--- config.mk ---
export PLATFORM = sky130hd
export DESIGN_NAME = exec_wb_unit
export DESIGN_NICKNAME = d
export VERILOG_FILES = /design/src/rtl/exec_wb_unit.sv
export SDC_FILE = /design/constraint.sdc
export NUM_CORES = 1
export LEC_CHECK = 0
export CAP_MARGIN = 20
export CORE_MARGIN = 8
export CORE_UTILIZATION = 55
export DETAILED_ROUTE_END_ITERATION = 6
export DONT_BUFFER_PORTS = 1
export PLACE_DENSITY = 0.82
export SETUP_SLACK_MARGIN = 0.02
export SLEW_MARGIN = 5
export SYNTH_ARGS = -nofsm -noshare
export SYNTH_HDL_FRONTEND = slang
export SYNTH_SLANG_ARGS = --single-unit
export TNS_END_PERCENT = 30
--- constraint.sdc ---
create_clock -name clk -period 3.13 [get_ports clk]
set_clock_uncertainty 0.05 [all_clocks]
set_input_delay 0.4695 -clock clk [delete_from_list [all_inputs] [get_ports clk]]
set_output_delay 0.4695 -clock clk [all_outputs]
set_load 0.05 [all_outputs]
--- src/rtl/exec_wb_unit.sv ---
// Execute/writeback stage: single-cycle ALU ops or a WIDTH-step shift-add multiply,
// then one register-file write cycle. Upstream is flow-controlled by in_valid/in_ready.
module exec_wb_unit #(
    parameter int unsigned WIDTH = 32,
    parameter int unsigned REGW  = 5
) (
    input  logic             clk,
    input  logic             rst_n,
    input  logic             in_valid,
    output logic             in_ready,
    input  logic [2:0]       op,
    input  logic [WIDTH-1:0] rdata1,
    input  logic [WIDTH-1:0] rdata2,
    input  logic [REGW-1:0]  dest,
    output logic             enwr,
    output logic [WIDTH-1:0] wrdata,
    output logic [REGW-1:0]  regNum,
    output logic             busy
);

    localparam int unsigned CW = (WIDTH > 1) ? $clog2(WIDTH) : 1;

    typedef enum logic [1:0] {
        S_IDLE,
        S_MUL,
        S_WB
    } state_t;

    typedef enum logic [2:0] {
        OP_ADD = 3'b000,
        OP_SUB = 3'b001,
        OP_AND = 3'b010,
        OP_OR  = 3'b011,
        OP_XOR = 3'b100,
        OP_SLT = 3'b101,
        OP_MUL = 3'b110,
        OP_NOP = 3'b111
    } op_t;

    state_t           state_q;
    logic [WIDTH-1:0] mcand_q;
    logic [WIDTH-1:0] mplier_q;
    logic [WIDTH-1:0] prod_q;
    logic [CW-1:0]    count_q;
    logic [REGW-1:0]  dest_q;
    logic             enwr_q;
    logic [WIDTH-1:0] wrdata_q;
    logic [REGW-1:0]  regnum_q;

    logic [WIDTH-1:0] alu_d;
    logic [WIDTH-1:0] prod_d;
    logic             slt;
    op_t              op_in;

    assign op_in = op_t'(op);
    assign slt   = $signed(rdata1) < $signed(rdata2);

    always_comb begin
        alu_d = '0;
        case (op_in)
            OP_ADD:  alu_d = rdata1 + rdata2;
            OP_SUB:  alu_d = rdata1 - rdata2;
            OP_AND:  alu_d = rdata1 & rdata2;
            OP_OR:   alu_d = rdata1 | rdata2;
            OP_XOR:  alu_d = rdata1 ^ rdata2;
            OP_SLT:  alu_d = {{(WIDTH-1){1'b0}}, slt};
            default: alu_d = '0;
        endcase
    end

    // One shift-add step; its result is also what lands in wrdata on the last step.
    assign prod_d = prod_q + (mplier_q[0] ? mcand_q : '0);

    always_ff @(posedge clk) begin
        if (!rst_n) begin
            state_q  <= S_IDLE;
            mcand_q  <= '0;
            mplier_q <= '0;
            prod_q   <= '0;
            count_q  <= '0;
            dest_q   <= '0;
            enwr_q   <= 1'b0;
            wrdata_q <= '0;
            regnum_q <= '0;
        end else begin
            enwr_q <= 1'b0;
            case (state_q)
                S_IDLE: begin
                    if (in_valid) begin
                        if (op_in == OP_MUL) begin
                            mcand_q  <= rdata1;
                            mplier_q <= rdata2;
                            prod_q   <= '0;
                            count_q  <= '0;
                            dest_q   <= dest;
                            state_q  <= S_MUL;
                        end else begin
                            wrdata_q <= alu_d;
                            regnum_q <= dest;
                            enwr_q   <= (op_in != OP_NOP) && (dest != '0);
                            state_q  <= S_WB;
                        end
                    end
                end
                S_MUL: begin
                    prod_q   <= prod_d;
                    mcand_q  <= mcand_q << 1;
                    mplier_q <= mplier_q >> 1;
                    count_q  <= count_q + 1'b1;
                    if (count_q == CW'(WIDTH - 1)) begin
                        wrdata_q <= prod_d;
                        regnum_q <= dest_q;
                        enwr_q   <= (dest_q != '0);
                        state_q  <= S_WB;
                    end
                end
                S_WB: begin
                    state_q <= S_IDLE;
                end
                default: begin
                    state_q <= S_IDLE;
                end
            endcase
        end
    end

    // rst_n gates ready so nothing looks acceptable during a reset cycle.
    assign in_ready = rst_n && (state_q == S_IDLE);
    assign busy     = (state_q != S_IDLE);
    assign enwr     = enwr_q;
    assign wrdata   = wrdata_q;
    assign regNum   = regnum_q;

endmodule

Yosys cells after proc, flatten, opt, wreduce, memory -nomap -nowiden

Cells that the tools add are included.

Add/sub/neg operators: 4
Magnitude comparators: 1
Equality and inequality tests: 13
Mux-type cells: 30
Bitwise logic cells: 3
Reduce and logical (&&, ||, !) cells: 12

Operators with widths:

| cell                | count |
|---|---|
| $mux 32             | 10 |
| $pmux 32 s2         | 4 |
| $pmux 32 s6         | 1 |
| $add 32x32->32      | 2 |
| $and 32x32->32      | 1 |
| $lt 32x32->1        | 1 |
| $or 32x32->32       | 1 |
| $sub 32x32->32      | 1 |
| $xor 32x32->32      | 1 |
| $mux 5              | 5 |
| $pmux 5 s2          | 2 |
| $reduce_bool 5->1   | 2 |
| $eq 3x3->1 const B  | 3 |
| $ne 2x2->1 const B  | 4 |
| $eq 3x2->1 const B  | 2 |
| $mux 2              | 3 |
| $reduce_and 3->1    | 2 |
| $add 5x1->5 const B | 1 |
| $eq 5x5->1 const B  | 1 |
| $pmux 2 s2          | 1 |
| $reduce_and 4->1    | 1 |
| $reduce_bool 2->1   | 2 |
| $eq 3x1->1 const B  | 1 |
| $logic_not 3->1     | 1 |
| other kinds (7)     | 10 |

Bits in registers: 146
Input port bits: 75
Output and inout port bits: 40
Word-level logic and storage cells: 72

Logic depth before layout (Yosys ltp)

Depth after elaboration: 5
Gate-level depth with buffers: 13
Depth with buffers taken out: 13

Least setup slack after synthesis

Ideal clock, no wire load.

Path kind: flip-flop to flip-flop
Start: register mplier_q[0]
End: register wrdata_q[25], in the netlist wrdata[25]
Library setup time: 0.120 ns
Data arrival time: 2.860 ns
Required time: 2.960 ns
Path slack: 0.100 ns
Stages on the path, launching flop included: 14
Buffers on the path: 2
Clock period less this slack: 3.030 ns
Cells stage by stage: dfxtp_1 -> clkbuf_1 -> and2_1 -> ha_1 -> buf_2 -> and3_1 -> and3_4 -> and3_1 -> nor4b_4 -> nand3_1 -> a21boi_2 -> mux2i_1 -> a31oi_1 -> a211o_1

Word-level cells in the longest chain between the ends: 4

RTL lines:

| item                     | RTL line | source |
|---|---|---|
| start: declaration       | 42       | `logic [WIDTH-1:0] mplier_q;` |
| start signal: assignment | 92       | `mplier_q <= rdata2;` |
| start signal: assignment | 108      | `mplier_q <= mplier_q >> 1;` |
| $mux 32                  | 72       | `assign prod_d = prod_q + (mplier_q[0] ? mcand_q : '0);` |
| $add 32x32->32           | 72       |  |
| $mux 32                  | 110      | `if (count_q == CW'(WIDTH - 1)) begin` |
| $pmux 32 s2              | 87       | `case (state_q)` |
| end signal: assignment   | 98       | `wrdata_q <= alu_d;` |
| end signal: assignment   | 111      | `wrdata_q <= prod_d;` |
| end: declaration         | 47       | `logic [WIDTH-1:0] wrdata_q;` |

Every way passes these cells. The select of a mux whose other input is x is not followed.
A chain may end at the register's enable or synchronous reset.

Worst setup path after layout

Start: register mplier_q[0]
End: register wrdata_q[24], in the netlist wrdata[24]

The elaborated chain is that of the path after synthesis.

==> results by group <==
Power
  • Net Sw Power: 2.15 mW
  • Peak VDD IR: 0.375 mV
  • Sw Share: 36.7%
  • Power share of the clock group: 36.5%
  • Reg power frac: 37.2%
  • Pwr dens: 386 mW/mm^2
  • Combinational Power Share: between 20% and 30%
  • Leakage: between 6 and 7 nW
  • Internal: roughly 3.7 mW

Synthesis
  • Synth Flop Type: dfxtp_1
  • Commonest cells post-synth: nand2_1, nor2_1, a21oi_1, dfxtp_1, ha_1
  • Distinct cells, synth: 91
  • Synth top area share: 21.9%
  • Post-synth EDFFs: 0
  • Mapped Area: 0.0134 mm^2
  • Synth warnings: 0
  • Mapped Nets: 2087
  • Seq/Total Area, Yosys: 21.9%
  • Area leader, netlist: dfxtp_1
  • Post-synth ARST share: 0%
  • Synthesis-stage register bit count: 146
  • Top cells by area, synth: dfxtp_1, ha_1, nand2_1
  • Cells after Synth: 1873
  • Syn Area/Cell: slightly above 7 um^2
  • Most frequent cell after synthesis: nand2_1

Min path
  • Min-delay src: rst_n
  • Worst hold path class: input pin to flip-flop

Drt
  • DR vias: 14700
  • Final wirelength: 48.6 mm
  • Routed len/inst: 21.6 um
  • Via-to-Cell Ratio: 6.53
  • DR pass1 iterations: 7
  • Initial detailed-routing violation count: 1899
  • ANT nets after route: 0
  • # DRC: 5

STA
  • Tmin final: 3.06 ns
  • Final setup violation count: 0
  • Slew margin rel.: 43.3%
  • Worst slew pin tran: 0.850 ns
  • Max Slew Vio Count: 0
  • Fmax: 0.327 GHz
  • WHS: 0.0994 ns
  • Hold Fails Final Rpt: 0
  • Final period util: 97.7%
  • Post-Route Setup TNS: 0 ns
  • RSZ-0062 raised after global routing: yes

Setup path
  • Slowest CP cell: dfxtp_4
  • Reg-to-Reg Start: mplier_q[0]$_SDFFE_PN0P_
  • Crit-path max cell delay: ~0.4 ns
  • Crit Path Max Fanout: 17
  • Worst path most repeated cell: a21o_1
  • Setup crit start kind: flip-flop
  • Critical path endpoint category: flip-flop
  • Cells along the critical path: and2_1 -> ha_2 -> fa_2 -> a211o_1 -> nand3_2 -> a21o_1 -> a21oi_2 -> o311ai_1 -> buf_4 -> o21a_1 -> mux2i_2 -> o21ai_1 -> a21o_1
  • Critical path arrival: 3.34 ns
  • WP data required: approximately 3.4 ns
  • CP Launch Point: mplier_q[0]$_SDFFE_PN0P_
  • Crit Path Category: flip-flop to flip-flop

Job
  • Maxcap violations: 0

Die
  • Initial core utilization: 55.4%
  • I/O pins: 115
  • Die H: 172 um
  • Die X: 172 um
  • Core area: 0.0241 mm^2
  • Die area: just under 0.03 mm^2
  • FP Rows: 57

Status
  • Outcome: finished, violations left
  • Failing checks: DRC

Final layout
  • Number of nets in the layout: around 2100
  • N_diodes: 0
  • Post-route cell area: 0.0152 mm^2
  • Share of post-route cells with drive strength above 1: about 13%
  • Area growth, synth to finish: 13.5%
  • Layout Cells excl Fill: around 2300

Global route
  • Largest net degree at the start of global routing: slightly below 80
  • GRT Util Overall: around a third
  • First-pass GRT wire length: 74.5 mm
  • Total global routing overflow: 0
  • Initial antenna violation count: 0
  • Vias in the first global route: between 10000 and 15000

Clock network
  • Clk slew on worst S/H paths: roughly 0.08 ns
  • Worst-Skew Late Latency: 0.44 ns
  • CTS H-tree depth: 4
  • CTS tree: done
  • Number of buffers created by CTS: 17
  • CTS Buffer Depth: 2
  • Clock Tree Root: clkbuf_16
  • Clk sinks: about 150

Placed design
  • Placed Cells: 2222
  • Post-DP Area: about 0.014 mm^2
  • Hpwl dp: about 36 mm
  • Number of buffers added on ports: 0
  • Final GP Congestion: 1.01
## layer usage
| layer | GRT usage (%) | share of wire [%] | up-vias |
|---|---|---|---|
| met2 | 49.8 | 44 | 884 |
| met5 | 0 | 0 | - |
| met1 | 42.7 | 41 | 6906 |
| met3 | 6.87 | 12 | 135 |
| li1 | - | - | 6805 |
| met4 | 11.7 | 3.6 | 0 |
## worst max-delay path, delay by kind of cell, from the launching register on
family | cells | cell delay, ns
and+or+nand+nor | 2 | 0.24
AOI/OAI and AO/OA | 7 | 1.27
muxes | 1 | 0.27
buffers and inverters | 1 | 0.18
adders and majority gates | 2 | 0.55
DFF | 1 | 0.39
## kinds of logic after synthesis
logic type	synth area share, %
xor gates and xnor gates	2.69
AOI/OAI and AO/OA	30.3
muxes	0.843
and+or+nand+nor	24.0
buffers and inverters	7.05
adders and majority gates	13.2
DFF	21.9
## layout make-up
class                      count  area, um^2
clock inverter                14         156
clock buffer                  18         429
timing repair buffer         156        1210
tap                          324         405
sequential                   146        2930
multi-input combinational   1487        9620
inverter                     111         419
fill                        2192        8940
## final timing paths
kind              slack [ns]  cells past startpoint                      end
hold / removal           0.1                      1   wrdata[4]$_SDFFE_PN0P_
setup / recovery        0.07                     13  wrdata[24]$_SDFFE_PN0P_
hold reg to reg         0.41                      2   prod_q[3]$_SDFFE_PN0P_
setup reg to reg        0.07                     13  wrdata[24]$_SDFFE_PN0P_
## placed cells by master (no fill, tap or decap), types with 9 or more instances in the layout
master     count
a211oi_1      24
a21oi_1      170
a22oi_1       11
nor2_1       189
ha_1         133
o211ai_1      28
a31oi_1       28
xor2_1        15
o21ai_1       11
nand2b_1      10
a21o_1        24
inv_1        108
nand3_1       34
dfxtp_1      145
buf_4        153
o21a_1        13
nor3_1        45
clkbuf_16     17
a211o_1       10
o21bai_1      18
nand2_1      276
a311oi_1      71
xnor2_1       25
and3_1        20
o21ai_0       84
nand4_1       14
and2_1        42
or2_2          9
nor2b_1       16
## timing repair
item | in CTS | in global routing
resized for setup | 4 | 22
pin swaps | 1 | 6
hold buffers | 0 | 0
endpoints found under the setup margin | 15 | 16
buffers inserted | 0 | 2
## stage by stage
step | total power [mW] | util, % | setup WS (ns)
after floorplan | 3.21 | - | 0.100
after global placement | 3.68 | 60.0 | -0.125
after detailed placement | 3.70 | 60.0 | -0.176
after CTS | 5.80 | 62.5 | 0.0267
after global routing | 6.05 | 62.9 | -0.0430
final | 5.85 | 62.9 | 0.0722
## power groups by stage
stage	clock network [mW]	logic, mW	registers (mW)
2_1_floorplan	0	1.03	2.18
3_3_place_gp	0	1.46	2.22
3_5_place_dp	0	1.48	2.22
4_1_cts	2.14	1.49	2.18
5_1_grt	2.21	1.66	2.19
6_report	2.14	1.54	2.18
## flip-flops by register name, indices dropped and copies added, names as in the netlist
name / count
count_q: 5
dest_q: 5
enwr: 1
mcand_q: 32
mplier_q: 32
prod_q: 32
regNum: 5
state_q: 2
wrdata: 32
Note: power is estimated with default switching activity, not from simulation.
==> RTL change 1: new RTL, same settings <==
Re-encode `state_t` (3 states) as one-hot, 3 bits wide.
--- a/src/rtl/exec_wb_unit.sv
+++ b/src/rtl/exec_wb_unit.sv
@@ -20,10 +20,10 @@
 
     localparam int unsigned CW = (WIDTH > 1) ? $clog2(WIDTH) : 1;
 
-    typedef enum logic [1:0] {
-        S_IDLE,
-        S_MUL,
-        S_WB
+    typedef enum logic [2:0] {
+        S_IDLE = 3'b001,
+        S_MUL  = 3'b010,
+        S_WB   = 3'b100
     } state_t;
 
     typedef enum logic [2:0] {
Function: same outputs for any inputs over 4 cycles, from zero or initial values and one cycle with rst_n low; so few cycles prove little.
==> RTL change 1 against the original RTL <==
  * Largest cell class unchanged
  * Non-clock buffer count is 77 higher
  * Area after synthesis is 2.0% lower
  * Routed wire length is 1.6% higher
  * Via count is 0.43% lower
  * The flow finishes with violations (negative setup slack)
  * Die area is 1.8% lower
  * Sequential cell count is 1 higher
  * Setup slack worse by 0.085 ns
  * Worst hold slack worse by 0.029 ns
  * Synthesized cell count is 2.9% lower
  * Power is 1.8% higher
  * Count of clock-buffer cells in the layout is 1 lower
  * Cell area is 3.4% higher
  * Critical endpoint is now wrdata[30]$_SDFFE_PN0P_
==> RTL change 1: results (changes against the original RTL) <==
status: "complete, but fails checks"  # unchanged
violations: "negative setup slack"  # was design-rule violations
relSlewSlack_pct: 53.37  # was 43.35%
worst_slack_ns: -0.01307  # was 0.07224 ns
drtIter0Drc: 1954  # was 1,899
netlist_top_cells_count: "210 x nand2_1, 180 x o21ai_0, 179 x nor2_1"  # was 277 x nand2_1, 192 x nor2_1, 171 x a21oi_1
place_congestion: 0.9858  # was 1.014
synth_compound_area_share_pct: 32.91  # was 30.32%
crit_arrival_ns: 3.47  # was 3.34 ns
synth_cell_type_count: 92  # was 91
irDropWorstVdd_v: 0.0002864  # was 0.0003748 V
wl_met3_um: 5527  # was 5702 um
drv_slew: 0  # unchanged
finalNonFillerCells: 2275  # was 2,256
met2_length_um: 21320  # was 21,430 um
grt_pass1_vias: 13420  # was 13.43k
dpl.hpwl_um: 35930  # was 36,490 um
rows: 56  # was 57
cp_slowest_cell: "fa_2"  # was dfxtp_4
yosysSeqAreaShare_pct: 22.48  # was 21.87%
muxShareOfSynthArea_pct: 0.7741  # was 0.8426%
syn_inst: 1818  # was 1,873
multi_input_area_sq_um: 9538  # was 9623 sq um
grt_usage_pct: 32.64  # was 31.93%
leakage_nw: 6.718  # was 6.508 nW
drt_pass1_iterations: 6  # was 7
grt_start_max_net_pins: 89  # was 78
dp_cells: 2229  # was 2,222
filler_cell_count: 2031  # was 2,192
setup_viol_count_final: 1  # was 0
grt.met1_usage_pct: 45.30  # was 42.71%
post_cts_buffers: 1  # was 0
path_max_fanout: 7  # was 17
place_area_sq_um: 14710  # was 14,470 sq um
met2_usage_pct: 49.15  # was 49.80%
==> RTL change 1: changes by cell type in the layout (fill, tap and decap cells not counted), moves of 18 or more <==
cell / delta
nor3_1: -18
o21ai_0: +86
nand2_1: -67
buf_4: +73
o211ai_1: +60
a311oi_1: -64
a21oi_1: -31
==> RTL change 1: layout make-up <==
cell class	count	share of cell area [%]
Multi-Input combinational cell	1437	60.84
Inverter	107	2.570
Sequential cell	147	18.79
Timing Repair Buffer	233	11.42
Clock buffer	17	2.713
Clock inverter	15	1.125
Tap cell	319	2.546
==> RTL change 1: power breakdown <==
| group | leakage, nW | total, mW | switching (mW) | internal [mW] |
|---|---|---|---|---|
| logic | 5.23 | 1.58 | 0.931 | 0.651 |
| registers | 1.20 | 2.16 | 0.211 | 1.95 |
| clock network | 0.297 | 2.21 | 1.00 | 1.20 |
| total | 6.72 | 5.95 | 2.15 | 3.81 |
==> RTL change 1: worst paths after layout <==
| kind | start | end | slack, ns | depth (start not counted) |
|---|---|---|---|---|
| max | mplier_q[0]$_SDFFE_PN0P_ | wrdata[30]$_SDFFE_PN0P_ | -0.01 | 14 |
| min | rst_n | state_q[0]$_SDFFE_PN1P_ | 0.07 | 1 |
| max reg2reg | mplier_q[0]$_SDFFE_PN0P_ | wrdata[30]$_SDFFE_PN0P_ | -0.01 | 14 |
| min reg2reg | prod_q[30]$_SDFFE_PN0P_ | prod_q[30]$_SDFFE_PN0P_ | 0.42 | 2 |
==> RTL change 1: cell families after synthesis <==
logic type               count (synthesis)
AO/OA/AOI/OAI                          661
XOR/XNOR                                53
adder cells (fa/ha/maj)                139
buffers and inverters                  234
flip-flops                             147
multiplexers                            10
AND/OR/NAND/NOR                        574
==> RTL change 2: new RTL, same settings <==
Without the edit above. Set the parameter `REGW` to 4 (it was 5).
--- a/src/rtl/exec_wb_unit.sv
+++ b/src/rtl/exec_wb_unit.sv
@@ -2,7 +2,7 @@
 // then one register-file write cycle. Upstream is flow-controlled by in_valid/in_ready.
 module exec_wb_unit #(
     parameter int unsigned WIDTH = 32,
-    parameter int unsigned REGW  = 5
+    parameter int unsigned REGW  = 4
 ) (
     input  logic             clk,
     input  logic             rst_n,
Interface: changed (resized dest and regNum); port bits go from 115 to 113. No check against the original RTL was run, so the function may have changed too.
==> RTL change 2 against the original RTL <==
  * The run ends with negative setup slack left
  * Routed wire length is 4.3% lower
  * Area after synthesis is 4.0% lower
  * Power is 2.3% lower
  * Sequential cell count is 2 lower
  * Final cell count is 2.8% lower
  * Worst hold slack better by 0.0043 ns
  * Setup slack worse by 0.24 ns
  * Cell area is 2.5% lower
  * Largest cell class unchanged
==> RTL change 2: results (changes against the original RTL) <==
status: "complete, but fails checks"  # unchanged
violations: "negative setup slack"  # was design-rule violations
avgViaCountPerCell: 6.294  # was 6.529
htree_num_levels: 4  # unchanged
place_congestion: 0.9853  # was 1.014
dp_slack_ns: -0.2654  # was -0.1757 ns
drtIter0Drc: 1386  # was 1,899
netlist_top_cells_count: "275 x nand2_1, 199 x nor2_1, 155 x a21oi_1"  # was 277 x nand2_1, 192 x nor2_1, 171 x a21oi_1
grt_start_max_net_pins: 119  # was 78
diodes: 0  # unchanged
drt_pass1_iterations: 5  # was 7
path_max_fanout: 4  # was 17
grt_usage_pct: 31.80  # was 31.93%
crit_arrival_ns: 3.58  # was 3.34 ns
totalWireLength_um: 46520  # was 48,630 um
rr_startpoint: "mplier_q[0]$_SDFFE_PN0P_"  # unchanged
synth-main-ff-cell: "dfxtp_1"  # unchanged
yosysSeqAreaShare_pct: 22.48  # was 21.87%
cts_buffers: 17  # unchanged
irDropWorstVdd_v: 0.0002710  # was 0.0003748 V
synth_cell_type_count: 85  # was 91
synth_area_leaders: "dfxtp_1 22%, ha_1 13%, nand2_1 8.0%"  # was dfxtp_1 22%, ha_1 13%, nand2_1 7.8%
ff2ff_path_depth: 14  # was 13
dpl.hpwl_um: 34360  # was 36,490 um
grt_pass1_wl_um: 71990  # was 74,510 um
ys_warn_count: 0  # unchanged
path_class: "flop to flop"  # unchanged
hold_class: "primary input to flop"  # unchanged
cts_root_buf: "clkbuf_16"  # unchanged
io_buffers: 0  # unchanged
antenna_found_initial: 1  # was 0
worstMarginPinSlew_ns: 0.9085  # was 0.8498 ns
fin_nets: 2075  # was 2,133
setup_viol_count_final: 9  # was 0
worstSkewPairLatency_ns: 0.45
drive_gt1_share_pct: 14.09  # was 12.78%
cts.reportedPaths.clkPinSlew_ns: 0.07
async_reset_ff_share_pct: 0  # unchanged
worst_slack_ns: -0.1659  # was 0.07224 ns
synth_nets: 2005  # was 2,087
clk_path_buf_depth: 2  # unchanged
critPathCapture: "wrdata[28]$_SDFFE_PN0P_"  # was wrdata[24]$_SDFFE_PN0P_
drv_slew: 0  # unchanged
leakage_nw: 6.454  # was 6.508 nW
grt_pass1_vias: 13330  # was 13.43k
-- RTL change 2: stage by stage --
stage / TNS [ns] / cells / cell area [sq um]
after global routing: -3.078 / 2193 / 14800
final: -0.9723 / 2193 / 14800
after CTS: -0.3566 / 2190 / 14670
after detailed placement: -4.899 / 2158 / 14010
after floorplan: -0.005577 / 1792 / 12840
after global placement: -3.548 / 2158 / 14010
-- RTL change 2: area by class of cell --
type                            instances  area [sq um]
Multi-Input combinational cell       1409          9165
Fill cell                            2068          8397
Sequential cell                       144          2885
Timing Repair Buffer                  174          1335
Inverter                              116         437.9
Clock buffer                           17         425.4
Tap cell                              319         399.1
Clock inverter                         14         147.6
-- RTL change 2: timing repair --
item                                    CTS  global route
resized for setup                        24            24
endpoints found under the setup margin   22            32
buffers inserted                          1             3
pin swaps                                16            14
-- RTL change 2: worst min-delay path by stage --
stage	from	end	slack, ns	cells past startpoint
2_1_floorplan	prod_q[5]$_SDFFE_PN0P_	prod_q[5]$_SDFFE_PN0P_	0.39	2
5_1_grt	rst_n	prod_q[13]$_SDFFE_PN0P_	0.09	1
4_1_cts	op[1]	wrdata[19]$_SDFFE_PN0P_	0.09	1
6_report	op[1]	wrdata[19]$_SDFFE_PN0P_	0.10	1
3_3_place_gp	prod_q[10]$_SDFFE_PN0P_	prod_q[10]$_SDFFE_PN0P_	0.39	2
3_5_place_dp	prod_q[24]$_SDFFE_PN0P_	prod_q[24]$_SDFFE_PN0P_	0.40	2
-- RTL change 2: layer usage --
| metal | vias up | global-route usage (%) | wire length [um] |
|---|---|---|---|
| met3 | 175 | 9.411 | 4617 |
| met2 | 680 | 51.72 | 21070 |
| li1 | 6517 | - | - |
| met5 | - | 0 | 16 |
| met4 | 2 | 19.41 | 2942 |
| met1 | 6429 | 36.38 | 17870 |
-- RTL change 2: critical path: stages, from the launching register on --
cell	delay, ns
dfxtp_2	0.34
and2_4	0.14
ha_4	0.16
fa_2	0.39
a21oi_4	0.17
o21ai_2	0.08
a2111o_1	0.46
a211oi_2	0.19
buf_4	0.17
o211ai_1	0.14
a31o_2	0.33
xnor2_2	0.18
nor2_2	0.06
o221a_2	0.23
o21a_1	0.10
-- RTL change 2: kinds of logic after synthesis --
family,after synthesis,synth area share (%)
compound gates,571,30.10
buf+inv,239,7.815
simple gates,636,21.45
flops,144,22.48
xor+xnor,53,3.620
fa+ha+maj,139,13.74
mux,10,0.8001
-- RTL change 2: power breakdown --
| part | internal, mW | switching [mW] | total [mW] |
|---|---|---|---|
| Combinational | 0.619 | 0.891 | 1.51 |
| Clock | 1.12 | 0.952 | 2.07 |
| Sequential | 1.92 | 0.215 | 2.14 |
| Total | 3.66 | 2.06 | 5.72 |
